<file path="src/rtl/apb_slave_resp10_if.sv">
// APB bus bundle for apb_slave_resp10: master drives the request, slave the response.
interface apb_slave_resp10_if #(
  parameter int PADDR_WIDTH10 = 32,
  parameter int PDATA_WIDTH10 = 32
);
  logic                     psel10;
  logic                     penable10;
  logic                     prwd10;
  logic [PADDR_WIDTH10-1:0] paddr10;
  logic [PDATA_WIDTH10-1:0] pwdata10;
  logic [PDATA_WIDTH10-1:0] prdata10;
  logic                     pready10;
  logic                     pslverr10;

  modport master (
    output psel10, penable10, prwd10, paddr10, pwdata10,
    input  prdata10, pready10, pslverr10
  );

  modport slave (
    input  psel10, penable10, prwd10, paddr10, pwdata10,
    output prdata10, pready10, pslverr10
  );
endinterface

</file>
<file path="src/rtl/apb_slave_resp10.sv">
// APB register slave: read-only ID at register 0, R/W registers above it,
// fixed wait states per transfer and fully registered response outputs.
module apb_slave_resp10 #(
  parameter int                       PADDR_WIDTH10 = 32,
  parameter int                       PDATA_WIDTH10 = 32,
  parameter int                       NUM_REGS10    = 16,
  parameter int                       WAIT_STATES10 = 0,
  parameter logic [PDATA_WIDTH10-1:0] ID_VALUE10    = 32'hA5B0_0001
) (
  input  logic               pclock10,
  input  logic               preset10,
  apb_slave_resp10_if.slave  bus
);
  typedef enum logic {IDLE, ACCESS} state_t;

  state_t                   state_q, state_d;
  logic [2:0]               cnt_q, cnt_d;
  logic [PADDR_WIDTH10-1:0] addr_q;
  logic                     wr_q;
  logic [PDATA_WIDTH10-1:0] wdata_q;
  logic [PDATA_WIDTH10-1:0] regs [NUM_REGS10];

  logic                     pready_q, pready_d;
  logic                     pslverr_q, pslverr_d;
  logic [PDATA_WIDTH10-1:0] prdata_q, prdata_d;
  logic                     capture, commit, complete;

  // The response is registered, so with zero wait states it is decided at the
  // setup edge from the live bus; otherwise from the captured request.
  logic [PADDR_WIDTH10-1:0] cur_addr;
  logic                     cur_wr;
  logic [3:0]               cur_idx;
  logic                     cur_err;
  logic [PDATA_WIDTH10-1:0] rd_val;

  assign cur_addr = (state_q == IDLE) ? bus.paddr10 : addr_q;
  assign cur_wr   = (state_q == IDLE) ? bus.prwd10  : wr_q;
  assign cur_idx  = cur_addr[5:2];
  assign cur_err  = (cur_addr >= PADDR_WIDTH10'(NUM_REGS10 * 4)) || (cur_wr && cur_idx == 4'd0);
  assign rd_val   = (cur_idx == 4'd0) ? ID_VALUE10 : regs[cur_idx];

  always_comb begin
    state_d   = state_q;
    cnt_d     = cnt_q;
    capture   = 1'b0;
    commit    = 1'b0;
    complete  = 1'b0;
    pready_d  = 1'b0;
    pslverr_d = 1'b0;
    prdata_d  = '0;
    case (state_q)
      IDLE: if (bus.psel10 && !bus.penable10) begin
        state_d  = ACCESS;
        cnt_d    = 3'(WAIT_STATES10);
        capture  = 1'b1;
        complete = (WAIT_STATES10 == 0);
      end
      ACCESS: begin
        if (pready_q) begin
          state_d = IDLE;
          commit  = wr_q && !pslverr_q;
        end else if (!bus.psel10) begin
          state_d = IDLE;
          cnt_d   = 3'd0;
        end else if (cnt_q != 3'd0) begin
          cnt_d    = cnt_q - 3'd1;
          complete = (cnt_q == 3'd1);
        end
      end
      default: state_d = IDLE;
    endcase
    if (complete) begin
      pready_d  = 1'b1;
      pslverr_d = cur_err;
      prdata_d  = (!cur_wr && !cur_err) ? rd_val : '0;
    end
  end

  always_ff @(posedge pclock10 or posedge preset10) begin
    if (preset10) begin
      state_q   <= IDLE;
      cnt_q     <= 3'd0;
      pready_q  <= 1'b0;
      pslverr_q <= 1'b0;
      prdata_q  <= '0;
    end else begin
      state_q   <= state_d;
      cnt_q     <= cnt_d;
      pready_q  <= pready_d;
      pslverr_q <= pslverr_d;
      prdata_q  <= prdata_d;
    end
  end

  always_ff @(posedge pclock10 or posedge preset10) begin
    if (preset10) begin
      addr_q  <= '0;
      wr_q    <= 1'b0;
      wdata_q <= '0;
    end else if (capture) begin
      addr_q  <= bus.paddr10;
      wr_q    <= bus.prwd10;
      wdata_q <= bus.pwdata10;
    end
  end

  always_ff @(posedge pclock10 or posedge preset10) begin
    if (preset10) begin
      for (int i = 0; i < NUM_REGS10; i++) regs[i] <= '0;
    end else if (commit) begin
      regs[addr_q[5:2]] <= wdata_q;
    end
  end

  assign bus.prdata10  = prdata_q;
  assign bus.pready10  = pready_q;
  assign bus.pslverr10 = pslverr_q;
endmodule

</file>
<file path="src/flat_wrapper.sv">
// flat-port wrapper written by rule: the top's interface ports become plain ports
module apb_slave_resp10_flat 
#(
  parameter int                       PADDR_WIDTH10 = 32,
  parameter int                       PDATA_WIDTH10 = 32,
  parameter int                       NUM_REGS10    = 16,
  parameter int                       WAIT_STATES10 = 0,
  parameter logic [PDATA_WIDTH10-1:0] ID_VALUE10    = 32'hA5B0_0001
)
  (pclock10, preset10, bus_psel10, bus_penable10, bus_prwd10, bus_paddr10, bus_pwdata10, bus_prdata10, bus_pready10, bus_pslverr10);
  apb_slave_resp10_if #(.PADDR_WIDTH10(PADDR_WIDTH10), .PDATA_WIDTH10(PDATA_WIDTH10)) bus_i ();
  input  logic pclock10;
  input  logic preset10;
  input wire logic [$bits(bus_i.psel10)-1:0] bus_psel10;
  input wire logic [$bits(bus_i.penable10)-1:0] bus_penable10;
  input wire logic [$bits(bus_i.prwd10)-1:0] bus_prwd10;
  input wire logic [$bits(bus_i.paddr10)-1:0] bus_paddr10;
  input wire logic [$bits(bus_i.pwdata10)-1:0] bus_pwdata10;
  output wire logic [$bits(bus_i.prdata10)-1:0] bus_prdata10;
  output wire logic [$bits(bus_i.pready10)-1:0] bus_pready10;
  output wire logic [$bits(bus_i.pslverr10)-1:0] bus_pslverr10;
  assign bus_i.psel10 = bus_psel10;
  assign bus_i.penable10 = bus_penable10;
  assign bus_i.prwd10 = bus_prwd10;
  assign bus_i.paddr10 = bus_paddr10;
  assign bus_i.pwdata10 = bus_pwdata10;
  assign bus_prdata10 = bus_i.prdata10;
  assign bus_pready10 = bus_i.pready10;
  assign bus_pslverr10 = bus_i.pslverr10;
  apb_slave_resp10 #(.PADDR_WIDTH10(PADDR_WIDTH10), .PDATA_WIDTH10(PDATA_WIDTH10), .NUM_REGS10(NUM_REGS10), .WAIT_STATES10(WAIT_STATES10), .ID_VALUE10(ID_VALUE10)) u_core (.pclock10(pclock10), .preset10(preset10), .bus(bus_i));
endmodule
</file>
<file path="config.mk">
export PLATFORM = sky130hd
export DESIGN_NAME = apb_slave_resp10_flat
export DESIGN_NICKNAME = d
export VERILOG_FILES = /design/src/rtl/apb_slave_resp10_if.sv /design/src/rtl/apb_slave_resp10.sv /design/src/flat_wrapper.sv
export SDC_FILE = /design/constraint.sdc
export NUM_CORES = 1
export LEC_CHECK = 0
export CAP_MARGIN = 15
export CELL_PAD_IN_SITES_DETAIL_PLACEMENT = 2
export CELL_PAD_IN_SITES_GLOBAL_PLACEMENT = 2
export CORE_AREA = 2 2 281 213
export DETAILED_ROUTE_END_ITERATION = 8
export DIE_AREA = 0 0 283 215
export PLACE_DENSITY_LB_ADDON = 0.12
export RECOVER_POWER = 25
export REMOVE_ABC_BUFFERS = 1
export SKIP_LAST_GASP = 1
export SLEW_MARGIN = 30
export SYNTH_ARGS = -nofsm -noshare
export SYNTH_HDL_FRONTEND = slang
export SYNTH_SLANG_ARGS = --single-unit
</file>
<file path="constraint.sdc">
create_clock -name pclock10 -period 28.8 [get_ports pclock10]
set_clock_uncertainty 0.2 [all_clocks]
set_input_delay 8.64 -clock pclock10 [delete_from_list [all_inputs] [get_ports pclock10]]
set_output_delay 8.64 -clock pclock10 [all_outputs]
set_load 0.01 [all_outputs]
</file>
==> results of run 1 <==
-- layer usage --
metal  part of all wire  up-vias
met5                  0        -
met4              0.024        0
met3              0.030      112
met2               0.48      235
met1               0.46     8243
li1                   -     6304
-- area by class of cell --
class                      count  area share
sequential                   606       0.501
multi-input combinational    899       0.355
clock buffer                  98      0.0644
timing repair buffer         135      0.0420
tap                          790      0.0327
clock inverter                15     0.00442
inverter                       5    0.000868
-- sequential cells by signal (all words and copies together), names as in the netlist --
register,flops
u_core.regs,505
u_core.wdata_q,32
u_core.bus.pready10,1
u_core.bus.pslverr10,1
u_core.addr_q,30
u_core.state_q,1
u_core.cnt_q,3
u_core.bus.prdata10,32
u_core.wr_q,1
-- metrics by stage --
| stage | total power [mW] | utilization | worst slack, ns | hold slack (ns) | instance area (sq um) |
|---|---|---|---|---|---|
| final | 1.93 | 0.519 | 17.32 | 0.282 | 30300 |
| after global routing | 2.01 | 0.519 | 16.93 | 0.311 | 30300 |
| after CTS | 1.96 | 0.520 | 16.70 | 0.286 | 30300 |
| after detailed placement | 1.13 | 0.484 | 16.02 | 0.272 | 28200 |
| after global placement | 1.12 | 0.484 | 16.14 | 0.263 | 28200 |
| after floorplan | 1.05 | - | 2.99 | 0.249 | 25800 |
-- worst max-delay path, stage by stage --
cell             delay, ns
clkdlybuf4s50_1       0.50
mux2_8                0.68
buf_4                 0.71
mux4_2                0.59
a211oi_1              0.31
a211oi_1              0.13
-- cell families after synthesis --
family / share of synthesized area
buffers and inverters: 0.0269
multiplexers: 0.354
AO/OA/AOI/OAI: 0.0296
adder cells (fa/ha/maj): 0.00142
AND/OR/NAND/NOR: 0.0155
flip-flops: 0.573
-- cells in the mapped netlist, types with 2 or more instances --
master and n:
nor2b_1 2, a211oi_1 45, nor2_1 19, nand3_1 6
a22oi_1 48, nand2_1 10, mux4_2 119, clkbuf_1 49
buf_2 65, nand4_1 2, inv_1 5, ha_1 3
o21ai_0 2, nor2_2 3, nor3_2 2, buf_4 11
dfrtp_1 606, a21oi_1 3, nor4b_1 2, nor3_1 11
buf_6 7, mux2_2 561, o21a_1 2, mux2_4 3
nor4_1 11, nand2b_1 3, buf_1 6, mux2i_1 22
mux2_1 8
-- power breakdown --
part / switching, mW / total [mW] / internal (mW)
logic: 0.0888 / 0.164 / 0.0757
registers: 0.0611 / 0.950 / 0.889
clock network: 0.340 / 0.817 / 0.478
-- worst paths after layout --
path / from / endpoint / slack (ns) / cells past startpoint
min reg2reg: u_core.cnt_q[1]$_DFFE_PP0P_ / u_core.cnt_q[1]$_DFFE_PP0P_ / 0.28 / 2
min in group asynchronous: preset10 / u_core.wdata_q[18]$_DFFE_PP0P_ / 8.33 / 2
max reg2reg: u_core.state_q$_DFF_PP0_ / u_core.regs[68]$_DFFE_PP0P_ / 23.89 / 6
max in group asynchronous: preset10 / u_core.regs[218]$_DFFE_PP0P_ / 17.34 / 5
min: u_core.cnt_q[1]$_DFFE_PP0P_ / u_core.cnt_q[1]$_DFFE_PP0P_ / 0.28 / 2
max: bus_paddr10[2] / u_core.bus.prdata10[24]$_DFF_PP0_ / 17.32 / 6
==> summary.md, run 1 <==
| Metric | Value |
|---|---|
| Lkg Pwr | 14.1 nW |
| Fin. Hold Viols | 0 |
| Final Slew Violations | 323 |
| Worst slew pin tran | 3.35 ns |
| # diodes | 0 |
| CTS resizes | 0 |
| Htree depth | 2 |
| First-pass GRT wire length | 110 mm |
| Crit path max fanout | 66 |
| DIE HEIGHT | 215 um |
| Largest net degree at the start of global routing | 170 |
| Seq/Total Area, Yosys | 0.573 |
| Crit share post-route | 0.399 |
| Placed cell count | 2434 |
| Power Density | 63.9 nW/um^2 |
| CTS tree | built |
| Status | complete, but fails checks |
| Routed Antenna Nets | 0 |
| Fill cells | 5150 |
| Die W | 283 um |
| DR iter-0 viols | 735 |
| CTS sink cnt | 606 |
| Number of synthesized flops with an enable pin | 0 |
| Mapped Avg Cell Area | 16.1 sq um |
| MaxCap Viol Count | 10 |
| Tmin final | 11.48 ns |
| Buffers on Ports | 100 |
| DR vias | 14894 |
| Postcts setup bufs | 0 |
| Most common cell after layout, fill and taps aside | dfrtp_1 |
| Endpoint class of the critical path | register |
| Post-Syn Area | 26500 sq um |
| WS Path Type | input pin to register |
| M2 GR Usage | 0.389 |
| Worst slew margin | -1.23 |
| CTS root buf | clkbuf_16 |
| Synth Flop Type | dfrtp_1 |
| Synth unique cells | 41 |
| Worst-Skew Late Latency | 0.63 ns |
| Met1 usage in global routing | 0.332 |
| Achievable frequency | 0.0871 GHz |
| Yosys warns | 0 |
| Drt pass-1 iters | 4 |
| Vias in the first global route | 17532 |
| CTS Hold Bufs | 0 |
| Routed WL per cell | 27.5 um |
| P&R area growth vs syn | 14.2% |
| Peak VDD IR | 0.0428 mV |
| DR vias/cell | 5.85 |
| Final setup fails | 0 |
| Initial antenna violation count | 0 |
| Worst Hold Class | register to register |
| Layout cell share with drive strength beyond 1 | 0.470 |
| WP data arrival | 11.73 ns |
| Area leader, netlist | dfrtp_1 |
| Core Area | 58300 sq um |
| #FFs+latches synth | 606 |
| Crit path launch type | input pin |
| Layout Cells excl Fill | 2548 |
| Ranking of synthesized cells by area | dfrtp_1, mux2_2, mux4_2 |
| Final layout net count | 1780 |
| Top Ports | 103 |
| Gr busiest metal | met2 |
| Met3 Use GR | 0.0348 |
| Area of the multi-input gates | 10700 sq um |
| Fraction of registers with async set/reset | 1.00 |
| Critical Path RT | 29.05 ns |
| Top cell type's share of synthesized area | 0.573 |
| Total GRT Usage | 0.238 |
| Violated checks | max-capacitance violations, max-slew violations |
| Total routed wirelength | 70.0 mm |
| DR DRC count | 0 |
| DP HPWL | 36.8 mm |
| Initial core utilization | 0.454 |
| Num CTS Buffers | 61 |
| Die ar. | 60800 sq um |
| Total congestion overflow | 0 |
| GP Congestion | 0.696 |
| Setup TNS | 0 ns |
| Row Count | 77 |
| Synth Instances | 1648 |
| Clock transition at path regs | 0.06 ns |
| RSZ-0062 raised after global routing | no |
| Commonest cells after routing, fill and taps aside | dfrtp_1, mux2_2, mux4_2, clkdlybuf4s50_1, clkbuf_16 |
| CTS Buffer Depth | 3 |
| Storage cell area | 15200 sq um |
Note: power is estimated with default switching activity, not from simulation.
==> inputs of run 2 (changes only) <==
--- a/config.mk
+++ b/config.mk
@@ -8,9 +8,9 @@
 export CAP_MARGIN = 15
 export CELL_PAD_IN_SITES_DETAIL_PLACEMENT = 2
 export CELL_PAD_IN_SITES_GLOBAL_PLACEMENT = 2
-export CORE_AREA = 2 2 281 213
+export CORE_AREA = 2 2 297 226
 export DETAILED_ROUTE_END_ITERATION = 8
-export DIE_AREA = 0 0 283 215
+export DIE_AREA = 0 0 299 228
 export PLACE_DENSITY_LB_ADDON = 0.12
 export RECOVER_POWER = 25
 export REMOVE_ABC_BUFFERS = 1
==> constraint.sdc (replaced) <==
create_clock -name pclock10 -period 9.6 [get_ports pclock10]
set_clock_uncertainty 0.2 [all_clocks]
set_input_delay 2.88 -clock pclock10 [delete_from_list [all_inputs] [get_ports pclock10]]
set_output_delay 2.88 -clock pclock10 [all_outputs]
set_load 0.01 [all_outputs]
==> run 2 against run 1 <==
  * The flow still finishes with violations (max-capacitance violations, max-slew violations)
  * Sequential cell count is the same
  * Hold slack gained 0.0041 ns
  * Register-to-register slack lost 20 ns
  * Clock-buffer cell count grew 5
  * Sequential power grew to 3.0 times the previous value
  * Critical path depth is the same
  * Non-clock buffer count is the same
  * Power grew to 3.0 times the previous value
  * Worst setup slack lost 13 ns
==> summary.md, run 2 (synthesis results as in run 1) <==
| Metric | Value |
|---|---|
| Final Util | 0.464 |
| Worst setup margin | 3.96 ns |
| Routed Antenna Nets | 0 |
| Crit path max-delay cell type | buf_4 |
| Buffers on Ports | 100 |
| Total GRT Usage | 0.214 |
| Status | complete, but fails checks |
| Largest net degree at the start of global routing | 186 |
| FF-to-FF Start | u_core.state_q$_DFF_PP0_ |
| First-pass GRT wire length | 110 mm |
| Placement Setup Slack | 3.40 ns |
| CTS root buf | clkbuf_16 |
| Drt pass-1 iters | 4 |
| Initial core utilization | 0.403 |
| Postcts setup bufs | 0 |
| Most common cell after layout, fill and taps aside | dfrtp_1 |
| P&R area growth vs syn | 15.1% |
| CTS resizes | 0 |
| Met1 usage in global routing | 0.299 |
| WP data arrival | 5.88 ns |
| Final setup fails | 0 |
| Critical Path RT | 9.84 ns |
| CTS tree | built |
| Largest register FFs | 505 |
| DIE HEIGHT | 228 um |
| Worst Hold Class | register to register |
| Worst path cell trace | clkdlybuf4s50_1 -> mux2_8 -> buf_4 -> mux4_2 -> a22oi_1 -> a211oi_1 |
| Row Count | 82 |
| Die ar. | 68200 sq um |
| Crit-path max cell delay | 0.85 ns |
| Fin. Hold Viols | 0 |
| Final layout net count | 1785 |
| Met3 Use GR | 0.0351 |
| Htree depth | 3 |
| Worst slew pin tran | 3.38 ns |
| Total congestion overflow | 0 |
| Worst r2r dst | u_core.regs[42]$_DFFE_PP0P_ |
| DR vias/cell | 5.61 |
| Worst r2r path cells | 7 |
| Hold path startpoint | u_core.cnt_q[1]$_DFFE_PP0P_ |
| Violated checks | max-capacitance violations, max-slew violations |
| Clock transition at path regs | 0.05 ns |
| Final instance area | 30500 sq um |
| Power Density | 192 nW/um^2 |
| Endpoint class of the critical path | register |
| DR iter-0 viols | 752 |
| Placed cell count | 2526 |
| Peak VDD IR | 0.129 mV |
| Layout cell share with drive strength beyond 1 | 0.469 |
| WS Path Type | input pin to register |
| Reg2Reg Setup Slack | 4.37 ns |
| Layout Cells excl Fill | 2642 |
| Routed WL per cell | 26.7 um |
| CTS Hold Bufs | 0 |
| Achievable frequency | 0.177 GHz |
| Most flop-heavy register | u_core.regs |
| Lkg Pwr | 14.1 nW |
| DR DRC count | 0 |
| Num CTS Buffers | 66 |
| Core Area | 65700 sq um |
| Crit path launch type | input pin |
| # diodes | 0 |
| Worst Setup SP | bus_paddr10[3] |
| Crit path max fanout | 69 |
| M2 GR Usage | 0.349 |
| MaxCap Viol Count | 10 |
| Crit share post-route | 0.588 |
| Worst slew margin | -1.25 |
| Top Ports | 103 |
| RSZ-0062 raised after global routing | no |
| Total routed wirelength | 70.5 mm |
| CTS Buffer Depth | 3 |
| DP HPWL | 36.5 mm |
| Die W | 299 um |
| Setup crit end | u_core.bus.prdata10[1]$_DFF_PP0_ |
| DR vias | 14815 |
| Placed inst area | 28400 sq um |
| Worst-Skew Late Latency | 0.60 ns |
| Initial antenna violation count | 0 |
| Gr busiest metal | met2 |
| Final Slew Violations | 323 |
| CTS sink cnt | 606 |
| Tmin final | 5.64 ns |
| Commonest cells after routing, fill and taps aside | dfrtp_1, mux2_2, mux4_2, clkdlybuf4s50_1, clkbuf_16 |
| GP Congestion | 0.688 |
| Vias in the first global route | 17197 |
==> run 2: changes by cell type in the layout (fill, tap and decap cells not counted), sizes merged <==
cell,change
clkbuf,+6
clkinvlp,-2
buf,-1
bufinv,-1
==> run 2: per-layer routing <==
layer	share of wire	routed length, um	vias to the layer above
met1	0.45	31700	8184
met3	0.039	2720	101
met4	0.021	1470	0
met2	0.49	34600	226
li1	-	-	6304
met5	0	0	-
==> run 2: cell type report <==
cell class | count | area, sq um
clock buffers | 103 | 2040
fillers | 6078 | 35200
flip-flops and latches | 606 | 15200
well taps | 882 | 1100
inverters | 5 | 26.3
multi-input cells | 899 | 10800
repair buffers | 135 | 1300
clock inverters | 12 | 88.8
==> run 2: worst min path at each step <==
stage                                         to  slack [ns]  depth (start not counted)
floorplan            u_core.cnt_q[1]$_DFFE_PP0P_        0.25                          2
detailed placement  u_core.regs[365]$_DFFE_PP0P_        0.27                          1
global route        u_core.regs[365]$_DFFE_PP0P_        0.31                          1
finish               u_core.cnt_q[1]$_DFFE_PP0P_        0.29                          2
global placement    u_core.regs[366]$_DFFE_PP0P_        0.26                          1
CTS                  u_core.cnt_q[1]$_DFFE_PP0P_        0.29                          2
==> run 2: per-stage QoR <==
stage	TNS [ns]	total power [mW]	hold slack, ns
CTS	0	5.96	0.291
finish	0	5.86	0.286
global route	0	6.12	0.307
global placement	0	3.38	0.263
detailed placement	0	3.41	0.275
floorplan	-6329.68	3.16	0.249
==> run 2: power by group <==
group	internal, mW	switching [mW]	total, mW
sequential	2.67	0.184	2.85
combinational	0.231	0.269	0.501
clock	1.48	1.03	2.51
total	4.38	1.48	5.86
==> run 2: worst max-delay path, delay by kind of cell <==
family | cells | cell delay (ns)
AO/OA/AOI/OAI | 2 | 0.29
buffers and inverters | 2 | 1.35
multiplexers | 2 | 1.19
